==> src/rtl/rv32_alu_pkg.sv <==
// Shared types for the chunked RV32 execute ALU: data width, opcode and FSM state encodings.
package rv32_alu_pkg;

    localparam int XLEN = 32;

    typedef enum logic [1:0] {
        ALU_ADD = 2'b00,
        ALU_SUB = 2'b01,
        ALU_AND = 2'b10,
        ALU_OR  = 2'b11
    } alu_op_e;

    typedef enum logic [1:0] {
        IDLE = 2'b00,
        EXEC = 2'b01,
        DONE = 2'b10
    } alu_exec_state_e;

endpackage

==> src/rtl/rv32_alu_chunk.sv <==
// Combinational CHUNK_W-bit ALU slice with ripple carry in/out.
// With RV32_ALU_OVERFLOW_EN, also exposes the carry into the slice MSB.
module rv32_alu_chunk
    import rv32_alu_pkg::*;
#(
    parameter int CHUNK_W = 8
) (
    input  alu_op_e              i_op,
    input  logic [CHUNK_W-1:0]   i_a,
    input  logic [CHUNK_W-1:0]   i_b,
    input  logic                 i_cin,
    output logic [CHUNK_W-1:0]   o_result,
    output logic                 o_cout
`ifdef RV32_ALU_OVERFLOW_EN
    ,
    output logic                 o_c_msb
`endif
);

    logic               w_arith;
    logic [CHUNK_W-1:0] w_b;
    logic [CHUNK_W:0]   w_sum;

    // Slice arithmetic: SUB adds ~B, the caller seeds carry=1 for the +1.
    // Logic ops pass the carry through untouched.
    always_comb begin
        w_arith = (i_op == ALU_ADD) || (i_op == ALU_SUB);
        w_b     = (i_op == ALU_SUB) ? ~i_b : i_b;
        w_sum   = {1'b0, i_a} + {1'b0, w_b} + {{CHUNK_W{1'b0}}, i_cin};
        case (i_op)
            ALU_AND: o_result = i_a & i_b;
            ALU_OR:  o_result = i_a | i_b;
            default: o_result = w_sum[CHUNK_W-1:0];
        endcase
        o_cout = w_arith ? w_sum[CHUNK_W] : i_cin;
`ifdef RV32_ALU_OVERFLOW_EN
        // Carry into the MSB recovered from the MSB sum bit: s = a ^ b ^ c.
        o_c_msb = w_arith ? (w_sum[CHUNK_W-1] ^ i_a[CHUNK_W-1] ^ w_b[CHUNK_W-1]) : 1'b0;
`endif
    end

endmodule

==> src/rtl/rv32_alu_chunk_exec.sv <==
// Multicycle RV32 ALU: one CHUNK_W slice per clock, LSB first, start/busy in,
// valid/ack out. Optional signed-overflow output under RV32_ALU_OVERFLOW_EN.
module rv32_alu_chunk_exec
    import rv32_alu_pkg::*;
#(
    parameter int CHUNK_W = 8
) (
    input  logic            i_clk,
    input  logic            i_rst_n,
    input  logic            i_start,
    input  logic [XLEN-1:0] i_operand_one,
    input  logic [XLEN-1:0] i_operand_two,
    input  logic [1:0]      i_alu_sel,
    input  logic            i_ack,
    output logic            o_busy,
    output logic            o_data_valid,
    output logic [XLEN-1:0] o_result,
    output logic            o_carry_out
`ifdef RV32_ALU_OVERFLOW_EN
    ,
    output logic            o_overflow
`endif
);

    localparam int N     = XLEN / CHUNK_W;
    localparam int CNT_W = (N > 1) ? $clog2(N) : 1;

    alu_exec_state_e    r_state, w_state_nxt;
    logic [CNT_W-1:0]   r_cnt;
    logic [XLEN-1:0]    r_a, r_b, r_res;
    alu_op_e            r_op;
    logic               r_carry;
    logic [CHUNK_W-1:0] w_a_sl, w_b_sl, w_sl_res;
    logic               w_cout;
    logic               w_last;
`ifdef RV32_ALU_OVERFLOW_EN
    logic               r_ovf;
    logic               w_c_msb;
`endif

    assign w_last = (r_cnt == CNT_W'(N - 1));

    // Select the operand slices addressed by the chunk counter.
    always_comb begin
        w_a_sl = '0;
        w_b_sl = '0;
        for (int k = 0; k < N; k++) begin
            if (r_cnt == CNT_W'(k)) begin
                w_a_sl = r_a[k*CHUNK_W +: CHUNK_W];
                w_b_sl = r_b[k*CHUNK_W +: CHUNK_W];
            end
        end
    end

    rv32_alu_chunk #(.CHUNK_W(CHUNK_W)) u_chunk (
        .i_op     (r_op),
        .i_a      (w_a_sl),
        .i_b      (w_b_sl),
        .i_cin    (r_carry),
        .o_result (w_sl_res),
        .o_cout   (w_cout)
`ifdef RV32_ALU_OVERFLOW_EN
        ,
        .o_c_msb  (w_c_msb)
`endif
    );

    // FSM state register.
    always_ff @(posedge i_clk or negedge i_rst_n) begin
        if (!i_rst_n) r_state <= IDLE;
        else          r_state <= w_state_nxt;
    end

    // Next-state: start only matters in IDLE, ack only in DONE.
    always_comb begin
        w_state_nxt = r_state;
        case (r_state)
            IDLE:    if (i_start) w_state_nxt = EXEC;
            EXEC:    if (w_last)  w_state_nxt = DONE;
            DONE:    if (i_ack)   w_state_nxt = IDLE;
            default: w_state_nxt = IDLE;
        endcase
    end

    // Datapath: capture at accept, then fold one slice per EXEC cycle into the result.
    // Result/carry are not cleared on return to IDLE so they stay readable.
    always_ff @(posedge i_clk or negedge i_rst_n) begin
        if (!i_rst_n) begin
            r_cnt   <= '0;
            r_a     <= '0;
            r_b     <= '0;
            r_op    <= ALU_ADD;
            r_res   <= '0;
            r_carry <= 1'b0;
`ifdef RV32_ALU_OVERFLOW_EN
            r_ovf   <= 1'b0;
`endif
        end else if (r_state == IDLE && i_start) begin
            r_cnt   <= '0;
            r_a     <= i_operand_one;
            r_b     <= i_operand_two;
            r_op    <= alu_op_e'(i_alu_sel);
            r_carry <= (alu_op_e'(i_alu_sel) == ALU_SUB);
`ifdef RV32_ALU_OVERFLOW_EN
            r_ovf   <= 1'b0;
`endif
        end else if (r_state == EXEC) begin
            r_cnt   <= r_cnt + CNT_W'(1);
            r_carry <= w_cout;
            for (int k = 0; k < N; k++) begin
                if (r_cnt == CNT_W'(k)) r_res[k*CHUNK_W +: CHUNK_W] <= w_sl_res;
            end
`ifdef RV32_ALU_OVERFLOW_EN
            if (w_last) r_ovf <= w_c_msb ^ w_cout;
`endif
        end
    end

    assign o_busy       = (r_state != IDLE);
    assign o_data_valid = (r_state == DONE);
    assign o_result     = r_res;
    assign o_carry_out  = r_carry;
`ifdef RV32_ALU_OVERFLOW_EN
    assign o_overflow   = r_ovf;
`endif

endmodule

==> config.mk <==
export PLATFORM = sky130hd
export DESIGN_NAME = rv32_alu_chunk_exec
export DESIGN_NICKNAME = d
export VERILOG_FILES = /design/src/rtl/rv32_alu_pkg.sv /design/src/rtl/rv32_alu_chunk.sv /design/src/rtl/rv32_alu_chunk_exec.sv
export SDC_FILE = /design/constraint.sdc
export NUM_CORES = 1
export LEC_CHECK = 0
export CELL_PAD_IN_SITES_DETAIL_PLACEMENT = 1
export CELL_PAD_IN_SITES_GLOBAL_PLACEMENT = 1
export CORE_ASPECT_RATIO = 0.8
export CORE_MARGIN = 3
export CORE_UTILIZATION = 44
export DETAILED_ROUTE_END_ITERATION = 16
export GPL_TIMING_DRIVEN = 0
export MAX_ROUTING_LAYER = met4
export PLACE_DENSITY = 0.91
export SLEW_MARGIN = 20
export SYNTH_ARGS = -nofsm -noshare
export SYNTH_HDL_FRONTEND = slang
export SYNTH_SLANG_ARGS = --single-unit
==> constraint.sdc <==
create_clock -name i_clk -period 5.4 [get_ports i_clk]
set_clock_uncertainty 0.05 [all_clocks]
set_input_delay 0.81 -clock i_clk [delete_from_list [all_inputs] [get_ports i_clk]]
set_output_delay 0.81 -clock i_clk [all_outputs]
set_load 0.02 [all_outputs]
* After elaboration in Yosys (flattened, before gate mapping)
Cells that the tools add are included.
** Word-level totals
- Flip-flop bits (word level) :: 103
- Output and inout bits :: 35
- Word-level logic and storage cells :: 62
** Cells by class
- Add/sub/neg operators :: 3
- Equality and inequality tests :: 12
- Bitwise logic cells :: 4
- Reductions and logical operators :: 14
- Multiplexer cells :: 19
** Operator list (count)
- 8-bit 2-to-1 mux :: 9
- 8-bit one-hot mux with 2 select lines :: 1
- 3-bit AND reduction :: 5
- 2-bit == test (second input constant) :: 5
- 2-bit 2-to-1 mux :: 5
- 8-bit by 8-bit adder with 9-bit output :: 1
- 9-bit by 1-bit adder with 9-bit output :: 1
- 8-bit AND :: 1
- 2-bit by 1-bit == test with 1-bit output (second input constant) :: 4
- 8-bit NOT :: 1
- 8-bit bitwise OR :: 1
- 2-bit zero test :: 3
- 2-bit != test (second input constant) :: 3
- 2-bit one-hot mux with 3 select lines :: 1
- 2-bit nonzero test :: 3
- 1-bit 2-to-1 mux :: 3
- 2-bit by 1-bit adder with 2-bit output (second input constant) :: 1
- 2-bit AND reduction :: 1
- 1-bit logical AND :: 1
- 1-bit logical OR :: 1
- 1-bit NOT :: 1

* Depth between registers and ports, before layout
Gate-level depths: netlist (run 1).
- Depth after elaboration :: 12
- Depth in mapped cells :: 17
- Gate-level depth less buffers :: 16

* Hierarchy
From an unflattened synthesis (run 1), not the netlist that was laid out.
** Unflattened totals
- Cell total of the unflattened synthesis :: 436
- Area, all modules :: 5207.5 sq um
** Modules (own cells, without submodules)
- rv32_alu_chunk_exec :: times used 1, cells each 354, area each 4601.9 sq um, sequential area each 2577.5 sq um
- rv32_alu_chunk :: times used 1, cells each 82, area each 605.6 sq um, sequential area each 0.0 sq um

* Worst setup path before layout (run 1)
No wires, ideal clock.
- Kind :: register to register
- Start :: register r_cnt[0]
- End :: register r_res[12] (netlist: o_result[12])
- Path slack :: 2122 ps
- Arrival time :: 3140 ps
- Cell stages (with the launch flop) :: 16
- Path buffers :: 1
- Period minus slack after synthesis :: 3278 ps
- Data required time :: 5262 ps
- Cell sequence :: dfrtp_1 -> inv_1 -> ha_1 -> nor2b_4 -> buf_6 -> a22oi_1 -> o21ai_1 -> mux2i_1 -> xnor2_1 -> fa_1 -> inv_1 -> fa_1 -> a211oi_1 -> nor2_1 -> or3_1 -> a41oi_1
** Between the ends
- Cells in the longest elaborated chain, start to end :: 10
** RTL lines
- start: declaration :: line rv32_alu_chunk_exec.sv:29 : logic [CNT_W-1:0] r_cnt;
- start signal: assignment :: line rv32_alu_chunk_exec.sv:108 : r_cnt <= r_cnt + CNT_W'(1);
- 2-bit zero test :: line rv32_alu_chunk_exec.sv:48 : if (r_cnt == CNT_W'(k)) begin
- 8-bit 2-to-1 mux (4 in a row) :: line rv32_alu_chunk_exec.sv:48
- 8-bit NOT :: line rv32_alu_chunk.sv:28 : w_b = (i_op == ALU_SUB) ? ~i_b : i_b;
- 8-bit 2-to-1 mux :: line rv32_alu_chunk.sv:28
- 8-bit by 8-bit adder with 9-bit output :: line rv32_alu_chunk.sv:29 : w_sum = {1'b0, i_a} + {1'b0, w_b} + {{CHUNK_W{1'b0}}, i_cin};
- 9-bit by 1-bit adder with 9-bit output :: line rv32_alu_chunk.sv:29
- 8-bit one-hot mux with 2 select lines :: line rv32_alu_chunk.sv:30 : case (i_op)
- end signal: indexed assignment :: line rv32_alu_chunk_exec.sv:111 : if (r_cnt == CNT_W'(k)) r_res[k*CHUNK_W +: CHUNK_W] <= w_sl_res;
- end: declaration :: line rv32_alu_chunk_exec.sv:30 : logic [XLEN-1:0] r_a, r_b, r_res;
Parallel ways exist; a longest one is shown, timed or not.
A chain may end at the register's enable or synchronous reset.

* Worst setup path in the final report (run 1)
- Start :: register r_cnt[0]
- End :: register r_res[6] (netlist: o_result[6])
** Between the ends
- Cells in the longest elaborated chain, start to end :: 10
** RTL lines (line)
- 2-bit zero test :: rv32_alu_chunk_exec.sv:48, rv32_alu_chunk_exec.sv:111
- 8-bit 2-to-1 mux (4 in a row) :: rv32_alu_chunk_exec.sv:48
- 8-bit NOT :: rv32_alu_chunk.sv:28
- 8-bit 2-to-1 mux :: rv32_alu_chunk.sv:28
- 8-bit by 8-bit adder with 9-bit output :: rv32_alu_chunk.sv:29
- 9-bit by 1-bit adder with 9-bit output :: rv32_alu_chunk.sv:29
- 8-bit one-hot mux with 2 select lines :: rv32_alu_chunk.sv:30
Parallel ways exist; a longest one is shown, timed or not.

==> results of run 1 <==
==> state kept, by name, summed over array words and instances (netlist names) <==
signal and cells:
r_state 2, r_op 2, o_carry_out 1, r_cnt 2, r_a 32, o_result 32, r_b 32
==> worst paths after layout <==
check	startpoint	end	slack, ns	depth (start not counted)
max	r_cnt[0]$_DFFE_PN0P_	o_result[6]$_DFFE_PN0P_	1.11	17
min	i_rst_n	r_b[22]$_DFFE_PN0P_	0.30	1
max reg2reg	r_cnt[0]$_DFFE_PN0P_	o_result[6]$_DFFE_PN0P_	1.11	17
min reg2reg	o_result[31]$_DFFE_PN0P_	o_result[31]$_DFFE_PN0P_	0.44	2
max in group asynchronous	i_rst_n	r_b[8]$_DFFE_PN0P_	4.36	2
min in group i_clk	o_result[31]$_DFFE_PN0P_	o_result[31]$_DFFE_PN0P_	0.44	2
==> cells by family after synthesis <==
family / after synthesis / synth area share (%)
AND/OR/NAND/NOR: 82 / 7.49
AO/OA/AOI/OAI: 108 / 14.1
flip-flops: 103 / 50.6
XOR/XNOR: 11 / 1.89
multiplexers: 78 / 17.3
buffers and inverters: 32 / 2.97
adder cells (fa/ha/maj): 23 / 5.60
==> routing by layer <==
layer | part of all wire (%) | up-vias | global-route usage (%) | wire, um
met5 | 0 | - | - | 0
met4 | 1.2 | 0 | 7.01 | 195
met3 | 6.1 | 16 | 5.02 | 975
met2 | 51 | 105 | 44.9 | 8020
met1 | 42 | 2047 | 32.6 | 6660
li1 | - | 1785 | - | -
==> layout make-up <==
cell class | count | area, um^2
Inverter | 9 | 33.8
Multi-Input combinational cell | 302 | 2360
Tap cell | 144 | 180
Sequential cell | 103 | 2580
Clock inverter | 4 | 76.3
Fill cell | 1148 | 4440
Buffer | 23 | 118
Clock buffer | 12 | 246
Timing Repair Buffer | 105 | 1070
==> cell usage after synthesis, drive strengths merged <==
cell,count,share of area [%]
or3,2,0.25
a211oi,4,0.59
a21oi,22,2.7
a21o,3,0.44
dfrtp,103,51
inv,9,0.66
o211ai,2,0.39
xnor2,7,1.2
a22oi,13,2.6
buf,16,1.8
a31oi,2,0.25
nand3b,2,0.29
a21boi,2,0.44
ha,11,2.7
nand2,43,3.2
o31ai,2,0.39
maj3,10,2.1
and3,2,0.25
xor2,4,0.69
fa,2,0.79
mux2i,7,1.6
a221oi,2,0.47
a41oi,3,0.52
clkbuf,7,0.52
o21ai,46,4.5
o22ai,7,0.86
nand2b,6,0.74
nor2b,9,1.3
or2,2,0.25
nor2,13,1.0
mux2,71,16
nor3,3,0.29
==> cells in the final DEF (no fill, tap or decap), types with 7 or more instances in the layout <==
cell / count
inv_1: 8
buf_2: 13
clkbuf_16: 9
clkbuf_1: 9
o21ai_0: 13
mux2_1: 16
ha_1: 11
xnor2_1: 7
nor2_1: 12
clkdlybuf4s50_1: 103
o21ai_1: 33
o22ai_1: 7
a21oi_1: 17
a22oi_1: 8
dfrtp_1: 103
nand2_1: 43
mux2_2: 55
nor2b_1: 8
==> worst register-to-register path, stage by stage, from the launching register on <==
cell,delay (ns)
dfrtp_1,0.45
inv_1,0.14
ha_1,0.33
nor2b_4,0.29
buf_6,0.20
a22oi_1,0.10
o21ai_1,0.35
mux2i_1,0.17
xnor2_1,0.24
fa_1,0.23
inv_1,0.06
fa_1,0.44
a211oi_1,0.32
o21ai_0,0.18
and3_1,0.21
nor3_1,0.17
a21oi_2,0.10
o21ai_1,0.19
==> metrics by stage <==
step,cell area (um^2),TNS (ns)
3_3_place_gp,6310,-26.31
6_report,6670,0
4_1_cts,6670,0
2_1_floorplan,5090,0
3_5_place_dp,6340,0
5_1_grt,6670,0
==> flow_summary.json, run 1 <==
{
  "run_status": "finished clean",
  "antenna_found_initial": 0,
  "synth_cell_types": 48,
  "maxCapViolCount": 0,
  "first_pass_iters": 5,
  "ys_warn_count": 0,
  "drc": 0,
  "cts_root_buffer": "clkbuf_16",
  "crit_type": "reg2reg",
  "viasPerCell": 5.63,
  "period_share_pct": 79.4,
  "critPathBufInv": 3,
  "place_ws_ns": 1.18,
  "diodes": 0,
  "drive_gt1_share_pct": 20.3,
  "via_count": 3953,
  "grtUsageTotal_pct": 26.3,
  "nets": 636,
  "final_core_util_pct": 60.0,
  "grt_max_degree": 67,
  "tritoncts": "yes",
  "cts_hold_buf": 0,
  "drv_slew": 0,
  "die_x_um": 126,
  "cts-buffers-inserted": 9,
  "hpwlAfterDp_mm": 11.9,
  "ys_seq_elements": 103,
  "chipHeight_um": 102,
  "drt-total-wl_mm": 15.9,
  "syn_nets": 520,
  "crit_family": "compound AO/OA/AOI/OAI gates",
  "clkTransAtPathRegs_ns": 0.07,
  "seq_area_frac_synth_pct": 50.6,
  "start_util_pct": 45.9,
  "finalNonFillerCells": 702,
  "required_ns": 5.62,
  "portBuffers": 104,
  "core_area_um2": 11100,
  "io_pins": 105,
  "synth_area_per_cell_um2": 11.7,
  "worstPathArrival_ns": 4.51,
  "wl_per_cell_um": 22.6,
  "hold_class": "in2async",
  "ant_nets": 0,
  "max_stage_delay_ns": 0.45,
  "slew_headroom_pct": 57.0,
  "cts.sinks": 103,
  "clock_path_buffers": 2,
  "cts_setup_buffers": 0,
  "hold-worst-slack_ns": 0.297,
  "finalHoldViolCount": 0,
  "min_period_ns": 4.29,
  "grt_pass1_wl_mm": 24.7,
  "synth_cells": 437,
  "insertion_delay_ns": 0.36,
  "setup_ws_ns": 1.11,
  "setup_viol_count_final": 0,
  "endpoint_kind": "flip-flop",
  "place_inst": 686,
  "worst_slew_pin_slew_ns": 0.644,
  "rows": 34,
  "crit_chain": "inv_1 > ha_1 > nor2b_4 > buf_6 > a22oi_1 > o21ai_1 > mux2i_1 > xnor2_1 > fa_1 > inv_1 > fa_1 > a211oi_1 > o21ai_0 > and3_1 > nor3_1 > a21oi_2 > o21ai_1",
  "rsz0062_at_grt": "false",
  "grt_pass1_vias": 4448,
  "grt_overflow_total": 0,
  "gp_congestion": 0.803,
  "max_clock_freq_mhz": 233,
  "crit_path_start_kind": "flip-flop",
  "cts-resized-gates": 0,
  "cpMaxStageDelayCell": "dfrtp_1",
  "synth_area_um2": 5090,
  "initialDrtViolationCount": 221,
  "path_max_fanout": 10,
  "htreeDepth": 3,
  "die-area_um2": 12900,
  "areaGrowthSynthToFinish_pct": 30.9
}
Power of run 1 is not shown: default switching activity piles up to over one toggle a cycle in this logic, so the estimate is an artifact.
==> run 2, diff against run 1 <==
CORE_UTILIZATION = 37   (was 44)
PLACE_DENSITY = 0.82   (was 0.91)
clock period = 3.89 ns   (was 5.4 ns; I/O delays follow)
==> run 2 against run 1 <==
Against the previous run: first-iteration DRC count decreased by 32%; critical endpoint is now o_result[20]$_DFFE_PN0P_; non-clock buffer count is 7 higher; largest cell class unchanged; worst setup slack lost 0.92 ns.
==> flow_summary.json, run 2 (synthesized netlist as in run 1, its figures left out) <==
{
  "hold_class": "in2async",
  "areaGrowthSynthToFinish_pct": 34.1,
  "cts-buffers-inserted": 9,
  "wl_per_cell_um": 20.3,
  "tritoncts": "yes",
  "first_pass_iters": 4,
  "hold-worst-slack_ns": 0.120,
  "crit_path_start_kind": "flip-flop",
  "required_ns": 4.10,
  "grt_max_degree": 55,
  "final_common_cell": "clkdlybuf4s50_1",
  "setup_viol_count_final": 0,
  "cts.sinks": 103,
  "chipHeight_um": 111,
  "drt-total-wl_mm": 15.0,
  "worstPathArrival_ns": 3.91,
  "maxCapViolCount": 0,
  "drv_slew": 0,
  "hpwlAfterDp_mm": 11.4,
  "path_max_fanout": 4,
  "die-area_um2": 15200,
  "io_pins": 105,
  "r2r_cells": 16,
  "critPathLaunch": "r_cnt[1]$_DFFE_PN0P_",
  "fillers": 1394,
  "cts_root_buffer": "clkbuf_16",
  "ant_nets": 0,
  "start_util_pct": 38.7,
  "multi_input_area_um2": 2430,
  "r2r_slack_ns": 0.19,
  "run_status": "finished clean",
  "portBuffers": 104,
  "grt_overflow_total": 0,
  "grtUsageTotal_pct": 20.7,
  "endpoint_kind": "flip-flop",
  "finalHoldViolCount": 0,
  "min_period_ns": 3.70,
  "rows": 37,
  "drive_gt1_share_pct": 23.7,
  "insertion_delay_ns": 0.35,
  "initialDrtViolationCount": 151,
  "worst_slew_pin_slew_ns": 0.634,
  "viasPerCell": 5.24,
  "slew_headroom_pct": 57.8,
  "period_share_pct": 95.0,
  "timing.rr.end": "o_result[20]$_DFFE_PN0P_",
  "max_clock_freq_mhz": 270,
  "core_area_um2": 13100,
  "antenna_found_initial": 0,
  "crit_type": "reg2reg",
  "via_count": 3879,
  "grt_pass1_vias": 4246,
  "setup.worst_path.end": "o_result[20]$_DFFE_PN0P_",
  "r2r_start": "r_cnt[1]$_DFFE_PN0P_",
  "htreeDepth": 3,
  "grt_pass1_wl_mm": 23.3,
  "gp_congestion": 0.830,
  "diodes": 0,
  "die_x_um": 137,
  "final_cell_mix": "103 x clkdlybuf4s50_1, 102 x dfrtp_1, 55 x mux2_2, 43 x nand2_1, 32 x o21ai_1",
  "drc": 0,
  "cts_hold_buf": 0,
  "nets": 643,
  "clkTransAtPathRegs_ns": 0.07,
  "clock_path_buffers": 2,
  "seq_area_um2": 2580
}
-- run 2: cell count changes in the layout (fill, tap and decap cells not counted), moves of 2 or more --
cell	before	now
fa_1	2	0
ha_1	11	8
inv_2	1	3
buf_6	3	5
ha_4	0	3
fa_2	0	2
buf_4	0	7
inv_1	8	6
o21ai_2	0	2
buf_2	13	9
-- run 2: cell type report --
type                            count  share of cell area (%)
Sequential cell                   103                    37.8
Multi-Input combinational cell    302                    35.6
Timing Repair Buffer              112                    16.4
Clock buffer                       10                    3.35
Tap cell                          175                    3.21
Buffer                             23                    2.16
Clock inverter                      6                    1.03
Inverter                            9                   0.495
-- run 2: worst min path at each step --
stage / start / to / slack (ns) / cells after the start
final: i_rst_n / r_a[25]$_DFFE_PN0P_ / 0.12 / 1
after global routing: i_rst_n / r_a[25]$_DFFE_PN0P_ / 0.15 / 1
after CTS: i_rst_n / r_a[25]$_DFFE_PN0P_ / 0.13 / 1
after detailed placement: r_a[3]$_DFFE_PN0P_ / r_a[3]$_DFFE_PN0P_ / 0.43 / 1
after global placement: r_b[18]$_DFFE_PN0P_ / r_b[18]$_DFFE_PN0P_ / 0.42 / 1
after floorplan: i_rst_n / o_carry_out$_DFFE_PN0P_ / 0.24 / 0
-- run 2: repair_timing --
item / in CTS / in global routing
resized for setup: 9 / 17
setup endpoints to repair: 16 / 20
pin swaps: 0 / 7
setup buffers: 1 / 6
-- run 2: through the flow --
| step | instances | utilization [%] | setup WS (ns) | cell area [um^2] | TNS, ns |
|---|---|---|---|---|---|
| finish | 740 | 52.0 | 0.193 | 6830 | 0 |
| global route | 740 | 52.0 | -0.0260 | 6830 | -0.0829 |
| CTS | 734 | 51.1 | 0.0461 | 6720 | 0 |
| detailed placement | 717 | 48.5 | -0.257 | 6380 | -1.51 |
| global placement | 716 | 48.3 | -1.60 | 6350 | -163.98 |
| floorplan | 437 | - | 0.612 | 5090 | 0 |
-- run 2: metal layers --
layer	track usage, %	vias to the layer above	part of all wire, %
met2	31.3	109	47
met5	-	-	0
met3	4.13	22	4.1
met1	28.2	1951	47
li1	-	1797	-
met4	6.05	0	2.0
-- run 2: critical path: stages, from the launching register on --
cell	delay, ns
dfrtp_1	0.45
inv_2	0.14
ha_4	0.15
nor2b_4	0.17
buf_12	0.11
a22oi_1	0.07
o21ai_2	0.23
mux2i_1	0.12
xnor2_1	0.26
fa_2	0.25
inv_1	0.06
fa_2	0.40
a211oi_2	0.29
buf_4	0.15
nor2_1	0.04
or3_4	0.41
a41oi_1	0.23
Power of run 2 is left out for the same reason.
==> run 3, diff against run 2 <==
TNS_END_PERCENT = 20   (was not set)
==> results of run 3 <==
No change in the layout: final DEF, timing and power equal those of run 2.
Power of run 3 is left out for the same reason.
